File: src/rtl/rd_arb_pkg.sv
// Shared definitions for the AXI read arbiter: requester IDs, FSM states,
// fixed AXI AR attributes and the read-after-write address compare.
package rd_arb_pkg;

  // AXI IDs used by the two read requesters
  localparam logic [3:0] ID_INST = 4'd0;
  localparam logic [3:0] ID_DATA = 4'd1;

  // Number of requesters sharing the channel
  localparam int NUM_REQ = 2;

  // Every read is a 32-bit incrementing burst
  localparam logic [2:0] AXI_SIZE_4B    = 3'b010;
  localparam logic [1:0] AXI_BURST_INCR = 2'b01;

  // Arbiter FSM: IDLE picks a requester, SEND holds AR until accepted
  typedef enum logic {
    IDLE = 1'b0,
    SEND = 1'b1
  } rd_arb_state_e;

  // True when two byte addresses fall in the same 32-bit word
  function automatic logic same_word(input logic [31:0] a, input logic [31:0] b);
    return ((a ^ b) & 32'hFFFF_FFFC) == 32'h0000_0000;
  endfunction

endpackage

File: src/rtl/rd_outst_cnt.sv
// Outstanding-read counter for one AXI ID. Counts up when an AR for this ID
// is accepted and down when the last R beat for this ID arrives; full blocks
// further grants so the count never exceeds MAX_OUTST.
module rd_outst_cnt #(
  parameter int MAX_OUTST = 2,
  parameter int CNT_W     = 3
) (
  input  logic clk,
  input  logic reset,
  input  logic inc,
  input  logic dec,
  output logic full
);

  logic [CNT_W-1:0] cnt_reg;

  // Up/down count; simultaneous inc and dec cancel out. Both ends are
  // guarded so a stray rlast or extra accept can never wrap the count.
  always_ff @(posedge clk or posedge reset) begin
    if (reset) begin
      cnt_reg <= '0;
    end else if (inc && !dec && !full) begin
      cnt_reg <= cnt_reg + CNT_W'(1);
    end else if (dec && !inc && (cnt_reg != '0)) begin
      cnt_reg <= cnt_reg - CNT_W'(1);
    end
  end

  assign full = (cnt_reg >= CNT_W'(MAX_OUTST));

endmodule

File: src/rtl/axi_rd_arbiter.sv
// Read-channel arbiter: shares one AXI AR/R channel between the icache
// (ID 0) and the dcache (ID 1). A grant in IDLE latches the request and the
// next cycle drives AR until arready; R beats are steered back by RID.
// The dcache is held off while the write path has a pending write to the
// same word. Outstanding reads per ID are limited to MAX_OUTST.
// Build option: define RD_ARB_RR_EN for round-robin arbitration between
// the two requesters; left undefined, the dcache always wins a tie.
module axi_rd_arbiter
  import rd_arb_pkg::*;
#(
  parameter int MAX_OUTST = 2,
  parameter int CNT_W     = 3
) (
  input  logic        clk,
  input  logic        reset,
  // icache requester
  input  logic        i_req,
  input  logic [31:0] i_addr,
  input  logic [7:0]  i_len,
  output logic        i_addr_ok,
  output logic        i_data_ok,
  output logic [31:0] i_rdata,
  output logic        i_last,
  // dcache requester
  input  logic        d_req,
  input  logic [31:0] d_addr,
  input  logic [7:0]  d_len,
  output logic        d_addr_ok,
  output logic        d_data_ok,
  output logic [31:0] d_rdata,
  output logic        d_last,
  // write path hazard information
  input  logic        wr_busy,
  input  logic [31:0] wr_addr,
  // AXI read address channel
  output logic [3:0]  arid,
  output logic [31:0] araddr,
  output logic [7:0]  arlen,
  output logic [2:0]  arsize,
  output logic [1:0]  arburst,
  output logic [1:0]  arlock,
  output logic [3:0]  arcache,
  output logic [2:0]  arprot,
  output logic        arvalid,
  input  logic        arready,
  // AXI read data channel
  input  logic [3:0]  rid,
  input  logic [31:0] rdata,
  input  logic        rlast,
  input  logic        rvalid,
  output logic        rready
);

  rd_arb_state_e state_reg, state_next;
  logic [31:0]   araddr_reg, araddr_next;
  logic [7:0]    arlen_reg, arlen_next;
  logic [3:0]    arid_reg, arid_next;

  logic               ar_hs;
  logic               raw_hazard;
  logic               elig_i, elig_d;
  logic               grant_i, grant_d;
  logic [NUM_REQ-1:0] inc_vec, dec_vec, full_vec;

  assign ar_hs = (state_reg == SEND) && arready;

  // Per-ID outstanding counters; index is the AXI ID
  generate
    for (genvar gi = 0; gi < NUM_REQ; gi++) begin : g_outst
      assign inc_vec[gi] = ar_hs && (arid_reg == 4'(gi));
      assign dec_vec[gi] = rvalid && rlast && (rid == 4'(gi));

      rd_outst_cnt #(
        .MAX_OUTST (MAX_OUTST),
        .CNT_W     (CNT_W)
      ) u_cnt (
        .clk   (clk),
        .reset (reset),
        .inc   (inc_vec[gi]),
        .dec   (dec_vec[gi]),
        .full  (full_vec[gi])
      );
    end
  endgenerate

  // A dcache read of a word the write path has not yet finished would
  // return stale data, so it waits until the write completes.
  assign raw_hazard = wr_busy && same_word(d_addr, wr_addr);
  assign elig_i     = i_req && !full_vec[ID_INST[0]];
  assign elig_d     = d_req && !full_vec[ID_DATA[0]] && !raw_hazard;

`ifdef RD_ARB_RR_EN
  // Last granted ID; the other requester wins the next tie
  logic rr_ptr_reg;

  // Round-robin pointer follows each grant
  always_ff @(posedge clk or posedge reset) begin
    if (reset) begin
      rr_ptr_reg <= ID_INST[0];
    end else if (grant_d) begin
      rr_ptr_reg <= ID_DATA[0];
    end else if (grant_i) begin
      rr_ptr_reg <= ID_INST[0];
    end
  end

  // Round-robin grant, only in IDLE
  always_comb begin
    grant_i = 1'b0;
    grant_d = 1'b0;
    if (state_reg == IDLE) begin
      if (elig_i && elig_d) begin
        if (rr_ptr_reg == ID_DATA[0]) grant_i = 1'b1;
        else                          grant_d = 1'b1;
      end else begin
        grant_i = elig_i;
        grant_d = elig_d;
      end
    end
  end
`else
  // Fixed-priority grant, only in IDLE; dcache wins a tie
  always_comb begin
    grant_i = 1'b0;
    grant_d = 1'b0;
    if (state_reg == IDLE) begin
      grant_d = elig_d;
      grant_i = elig_i && !elig_d;
    end
  end
`endif

  // Next-state and AR field latch
  always_comb begin
    state_next  = state_reg;
    araddr_next = araddr_reg;
    arlen_next  = arlen_reg;
    arid_next   = arid_reg;
    case (state_reg)
      IDLE: begin
        if (grant_d) begin
          state_next  = SEND;
          araddr_next = d_addr;
          arlen_next  = d_len;
          arid_next   = ID_DATA;
        end else if (grant_i) begin
          state_next  = SEND;
          araddr_next = i_addr;
          arlen_next  = i_len;
          arid_next   = ID_INST;
        end
      end
      SEND: begin
        if (arready) state_next = IDLE;
      end
      default: state_next = IDLE;
    endcase
  end

  // FSM and AR field registers
  always_ff @(posedge clk or posedge reset) begin
    if (reset) begin
      state_reg  <= IDLE;
      araddr_reg <= '0;
      arlen_reg  <= '0;
      arid_reg   <= '0;
    end else begin
      state_reg  <= state_next;
      araddr_reg <= araddr_next;
      arlen_reg  <= arlen_next;
      arid_reg   <= arid_next;
    end
  end

  assign i_addr_ok = grant_i;
  assign d_addr_ok = grant_d;

  assign arvalid = (state_reg == SEND);
  assign arid    = arid_reg;
  assign araddr  = araddr_reg;
  assign arlen   = arlen_reg;
  assign arsize  = AXI_SIZE_4B;
  assign arburst = AXI_BURST_INCR;
  assign arlock  = 2'b00;
  assign arcache = 4'b0000;
  assign arprot  = 3'b000;

  // Every beat is accepted; beats for unknown IDs are simply dropped
  assign rready    = 1'b1;
  assign i_data_ok = rvalid && (rid == ID_INST);
  assign d_data_ok = rvalid && (rid == ID_DATA);
  assign i_rdata   = rdata;
  assign d_rdata   = rdata;
  assign i_last    = rlast;
  assign d_last    = rlast;

endmodule

File: config.mk
export PLATFORM = sky130hd
export DESIGN_NAME = axi_rd_arbiter
export DESIGN_NICKNAME = d
export VERILOG_FILES = /design/src/rtl/rd_arb_pkg.sv /design/src/rtl/rd_outst_cnt.sv /design/src/rtl/axi_rd_arbiter.sv
export SDC_FILE = /design/constraint.sdc
export NUM_CORES = 1
export LEC_CHECK = 0
export CAP_MARGIN = 40
export CORE_MARGIN = 3
export CORE_UTILIZATION = 29
export DETAILED_ROUTE_END_ITERATION = 8
export GPL_TIMING_DRIVEN = 0
export PLACE_DENSITY = 0.81
export SYNTH_ARGS = -nofsm -noshare
export SYNTH_HDL_FRONTEND = slang
export SYNTH_SLANG_ARGS = --single-unit
File: constraint.sdc
create_clock -name clk -period 1.7 [get_ports clk]
set_input_delay 0.34 -clock clk [delete_from_list [all_inputs] [get_ports clk]]
set_output_delay 0.34 -clock clk [all_outputs]
set_load 0.005 [all_outputs]
==> results of run 1 <==
## cells by family after synthesis
group,Yosys count
other cells,2
flops,48
compound gates,48
fa+ha+maj,2
buf+inv,104
xor+xnor,34
mux,2
simple gates,111
## power groups by stage
stage / combinational (W) / clock, W / sequential (W)
6_report: 0.00448 / 0.000995 / 0.00207
3_5_place_dp: 0.00358 / 0 / 0.00209
5_1_grt: 0.00481 / 0.00107 / 0.00214
2_1_floorplan: 0.00165 / 0 / 0.00208
4_1_cts: 0.00380 / 0.00103 / 0.00207
3_3_place_gp: 0.00348 / 0 / 0.00205
## cell usage in the layout (no fill, tap or decap), types with 4 or more instances in the layout
cell type,n
a221o_1,40
buf_12,5
buf_2,20
buf_4,101
buf_6,28
buf_8,8
clkbuf_1,5
clkbuf_16,11
clkbuf_2,25
clkdlybuf4s50_1,159
conb_1,18
dfrtp_1,46
dlygate4sd2_1,4
nand2_1,41
nand4_1,7
nor2_1,19
nor2_2,14
nor2_4,14
xnor2_1,13
xnor2_2,15
xnor2_4,5
## layer usage
metal,global-route usage,up-vias,wire length [microns]
met4,0.0457,0,209
met5,0,-,0
li1,-,1674,-
met3,0.0302,16,814
met2,0.373,170,7550
met1,0.230,1745,5090
## through the flow
stage / area, sq um / instances
6_report: 6710 / 776
5_1_grt: 6710 / 776
4_1_cts: 6290 / 762
3_5_place_dp: 5930 / 741
3_3_place_gp: 5910 / 740
2_1_floorplan: 3400 / 367
## worst min path at each step
stage                                                          to  cells after the start  slack [ns]                               startpoint
after floorplan                             araddr[0]$_DFFE_PP0P_                      1        0.49                                d_addr[0]
after global placement    g_outst[1].u_cnt.cnt_reg[0]$_DFFE_PP0P_                      1        0.51  g_outst[1].u_cnt.cnt_reg[0]$_DFFE_PP0P_
final                                      araddr[18]$_DFFE_PP0P_                      2        0.30                               d_addr[18]
after detailed placement  g_outst[1].u_cnt.cnt_reg[0]$_DFFE_PP0P_                      1        0.53  g_outst[1].u_cnt.cnt_reg[0]$_DFFE_PP0P_
after CTS                                  araddr[16]$_DFFE_PP0P_                      2        0.30                               d_addr[16]
after global routing                       araddr[20]$_DFFE_PP0P_                      2        0.30                               d_addr[20]
## worst register-to-register path, delay by kind of cell (launching register included)
kind | cells | cell delay, ns
AOI/OAI and AO/OA | 2 | 0.45
DFF | 1 | 0.44
buffers and inverters | 4 | 0.60
and+or+nand+nor | 3 | 0.30
## area by class of cell
class	count	area (sq um)
inverters	3	11.3
multi-input cells	215	1830
well taps	140	175
plain buffers	100	800
repair buffers	262	2540
clock buffers	8	146
flip-flops and latches	48	1200
fillers	920	4230
## timing repair
item	4_1_cts	5_1_grt
pin swaps	48	51
setup buffers	14	9
setup endpoints to repair	52	49
gates cloned	0	6
gates resized for setup	246	159
==> impl_metrics.toml, run 1 <==
[power_and_ir_drop]
power.leakage_nw = 3.11
power.density_nw_per_um2 = 1130
intPower_w = 0.00498
switching_share = 0.341
power_w = 0.00755
ir_worst_vdd_mv = 0.561
clockPowerShare = 0.132
comb_power_share = 0.594
sequentialPowerShare = 0.274
power_switching_w = 0.00257

[sta]
fin_crit_sh = 1.24
timing.hold.ws_ns = 0.297
layout_min_cycle_time_ns = 2.10
relSlewSlack = 0.660
finalSetupViolations = 45
worst_pin_slew_ns = 0.510
setup-tns-final_ns = -11.48
timing.fmax_mhz = 476
rsz0062_at_grt = "yes"
hold_viol_final = 0
timing.final.ws_setup_ns = -0.402
finalMaxSlewViolations = 0
finClkSkew_ns = 0.00532

[cts]
htreeDepth = 2
worst_skew_pair.late_latency_ns = 0.28
holdBufCountCts = 0
path_clk_slew_ns = 0.07
cts_root_buf = "clkbuf_16"
clk_path_buf_depth = 2
cts.sinks = 48
cts_buffers = 5
cts_tree = "done"

[yosys]
synth_edf_count = 0
synth_commonest_cells = "84 x buf_4, 48 x dfrtp_1, 46 x nor2_1"
synth-xor-area-share = 0.0908
synthMuxAreaShare = 0.00687
avgSynthCellArea_sq_um = 9.34
yosys.area.top_type = "dfrtp_1"
synthAdderAreaFrac = 0.0122
synth-simple-area-share = 0.145
synth_compound_area_frac = 0.145
ys_seq_area_frac = 0.366
synth_top_area_share = 0.366
ys_ff_latch = 48
syn-cell-area_sq_um = 3280
netlist_top_cells_area = "dfrtp_1 37%, buf_4 19%, a221o_1 12%, xnor2_1 8.8%, nor2_1 5.3%"
yosysWarnings = 0
yosysMostFrequentCell = "buf_4"
syn_inst = 351
async_flop_share = 1.00
ys.flop_type = "dfrtp_1"
synth_top_family_by_area = "buffers and inverters"
post_synth_num_cell_types = 31

[final_layout]
num_antenna_cells = 0
syn_to_final_growth_pct = 105
layout.nets = 793
drive_gt1_frac = 0.418
final_util = 0.613
largest_register_ffs = 32

[setup_path]
crit_type = "in -> out"
slowest_stage = "nor4_4"
worst_ep_arrival_time_ns = 1.76
worst_r2r_endpoint = "araddr[19]$_DFFE_PP0P_"
end_kind = "output port"
critPathLaunch = "wr_addr[22]"
rr_startpoint = "g_outst[1].u_cnt.cnt_reg[2]$_DFFE_PP0P_"
path_cells = "buf_8 -> xnor2_4 -> nand4_1 -> nor4_4 -> buf_4 -> a211oi_4 -> buf_6 -> buf_8 -> buf_6"
cp_top_family = "buffers and inverters"
r2r_cells = 9
critical_path_depth = 9
rrSetupSlack_ns = -0.21
worstPathRequired_ns = 1.36
cpPeakStageDelay_ns = 0.36
path_buf_inv = 5
cp-endpoint = "d_addr_ok"
start_kind = "primary input"
worstPathMaxFanout = 2

[die]
die-height_microns = 112
fp-row-count = 38
core_sq_um = 10900
design.die.area_sq_um = 12600
initial_core_util = 0.300
die_w_microns = 112
ios = 286

[route]
drtIter0Drc = 130
drc_errors = 0
ant_nets = 0
viasPerCell = 4.65
drtPass1Iterations = 5
totalWireLength_microns = 13700
wl_per_cell_microns = 17.6
vias = 3605

[grt]
grt_overflow = 0
track_usage = 0.196
antenna_found_initial = 0
grt_pass1_vias = 3810
grt_pass1_wl_microns = 19800
grt_max_degree = 31

[place]
dp_slack_ns = -1.48
io_buffer_count = 233
routabilityCongestion = 0.825
dpl.hpwl_microns = 10300

[status]
outcome = "finished with violations"
violations = "setup timing"

[hold_path]
hp-class = "in -> reg"

[job]
maxCapViolCount = 0
Note: power is estimated with default switching activity, not from simulation.
==> run 2, diff against run 1 <==
--- a/config.mk
+++ b/config.mk
@@ -11,6 +11,7 @@
 export DETAILED_ROUTE_END_ITERATION = 8
 export GPL_TIMING_DRIVEN = 0
 export PLACE_DENSITY = 0.81
+export SETUP_SLACK_MARGIN = 0.05
 export SYNTH_ARGS = -nofsm -noshare
 export SYNTH_HDL_FRONTEND = slang
 export SYNTH_SLANG_ARGS = --single-unit
==> impl_metrics.toml, run 2 (synthesized netlist as in run 1, its figures left out) <==
[route]
drc_errors = 0
vias = 3554
drtPass1Iterations = 4
totalWireLength_microns = 13300
ant_nets = 0
wl_per_cell_microns = 17.2
drtIter0Drc = 199
viasPerCell = 4.60

[place]
routabilityCongestion = 0.858
dp_slack_ns = -1.51
io_buffer_count = 233
dp_cells = 741
dpl.hpwl_microns = 10400

[grt]
grt_overflow = 0
grt_pass1_wl_microns = 20500
antenna_found_initial = 0
track_usage = 0.204
grt_max_degree = 30
grt_pass1_vias = 3817

[sta]
setup-tns-final_ns = -11.83
timing.final.ws_setup_ns = -0.366
rsz0062_at_grt = "yes"
relSlewSlack = 0.648
finClkSkew_ns = 0.00387
timing.fmax_mhz = 484
timing.hold.ws_ns = 0.311
finalMaxSlewViolations = 0
worst_pin_slew_ns = 0.529
finalSetupViolations = 46
fin_crit_sh = 1.22
layout_min_cycle_time_ns = 2.07
hold_viol_final = 0

[cts]
cts_buffers = 5
worst_skew_pair.late_latency_ns = 0.28
clk_path_buf_depth = 2
cts_tree = "done"
htreeDepth = 2
holdBufCountCts = 0
path_clk_slew_ns = 0.06
cts.sinks = 48
cts_root_buf = "clkbuf_16"

[final_layout]
mostFrequentLayoutCell = "clkdlybuf4s50_1"
mostFrequentLayoutCells = "160 x clkdlybuf4s50_1, 98 x buf_4, 46 x dfrtp_1, 43 x nand2_1, 40 x a221o_1"
drive_gt1_frac = 0.368
syn_to_final_growth_pct = 99.3
largest_register_ffs = 32
instances_no_fill = 773
layout.nets = 790
num_antenna_cells = 0

[setup_path]
slowest_stage = "nor4_4"
crit_top_cell = "buf_6"
end_kind = "output port"
worstPathRequired_ns = 1.36
cp_top_family = "simple AND/OR/NAND/NOR gates"
start_kind = "primary input"
crit_type = "in -> out"
worstPathMaxFanout = 3
path_cells = "buf_6 -> xnor2_2 -> nand4_1 -> nor4_4 -> a211oi_2 -> buf_6 -> buf_8 -> buf_6"
cpPeakStageDelay_ns = 0.38
worst_ep_arrival_time_ns = 1.73
path_buf_inv = 4

[power_and_ir_drop]
power_w = 0.00725
ir_worst_vdd_mv = 0.512
power.density_nw_per_um2 = 1110
power.leakage_nw = 3.06

[die]
fp-row-count = 38
initial_core_util = 0.300
die_w_microns = 112
ios = 286
die-height_microns = 112
core_sq_um = 10900
design.die.area_sq_um = 12600

[job]
maxCapViolCount = 0

[hold_path]
hp-class = "in -> reg"

[status]
outcome = "finished with violations"
violations = "setup timing"
==> run 2: cell types whose count changed in the layout (fill, tap and decap cells not counted), moves of 5 or more <==
cell,change
clkbuf_2,-17
nor2_1,+16
buf_2,+14
buf_6,-11
nor2_4,-11
clkdlybuf4s15_1,+9
clkbuf_16,-6
nor2_2,-5
==> run 2: per-stage QoR <==
step	area, sq um	utilization
after floorplan	3410	-
after global placement	5920	0.541
after detailed placement	5940	0.543
after CTS	6480	0.593
after global routing	6530	0.597
final	6530	0.597
==> run 2: path summary, 6_finish.rpt <==
kind	to	cells past startpoint	slack [ns]	from
max	d_addr_ok	8	-0.37	wr_addr[9]
min	araddr[25]$_DFFE_PP0P_	2	0.31	d_addr[25]
max reg2reg	araddr[14]$_DFFE_PP0P_	9	-0.20	g_outst[1].u_cnt.cnt_reg[2]$_DFFE_PP0P_
min reg2reg	g_outst[0].u_cnt.cnt_reg[0]$_DFFE_PP0P_	1	0.55	g_outst[0].u_cnt.cnt_reg[0]$_DFFE_PP0P_
max in group asynchronous	arlen[0]$_DFFE_PP0P_	3	0.77	reset
min in group asynchronous	arlen[1]$_DFFE_PP0P_	2	0.41	reset
==> run 2: what timing repair did <==
action	CTS	global route
gates resized for setup	294	48
endpoints found under the setup margin	53	49
cloned	5	0
pin swaps	50	27
setup buffers	15	9
==> run 2: layout make-up <==
type                       count  area, sq um
buffer                       101          805
clock buffer                   8          146
fill                         945         4400
multi-input combinational    215         1690
sequential                    48         1200
inverter                       3         11.3
timing repair buffer         258         2500
tap                          140          175
==> run 2: where the power goes <==
part | internal, W | switching, W
Sequential | 0.00170 | 0.000363
Combinational | 0.00256 | 0.00164
Clock | 0.000587 | 0.000400
Total | 0.00485 | 0.00240
==> run 2: routing by layer <==
layer	track usage	vias to the layer above	part of all wire
met5	0	-	0
met4	0.0401	0	0.013
met3	0.0340	10	0.065
met2	0.387	174	0.55
met1	0.241	1709	0.38
li1	-	1661	-
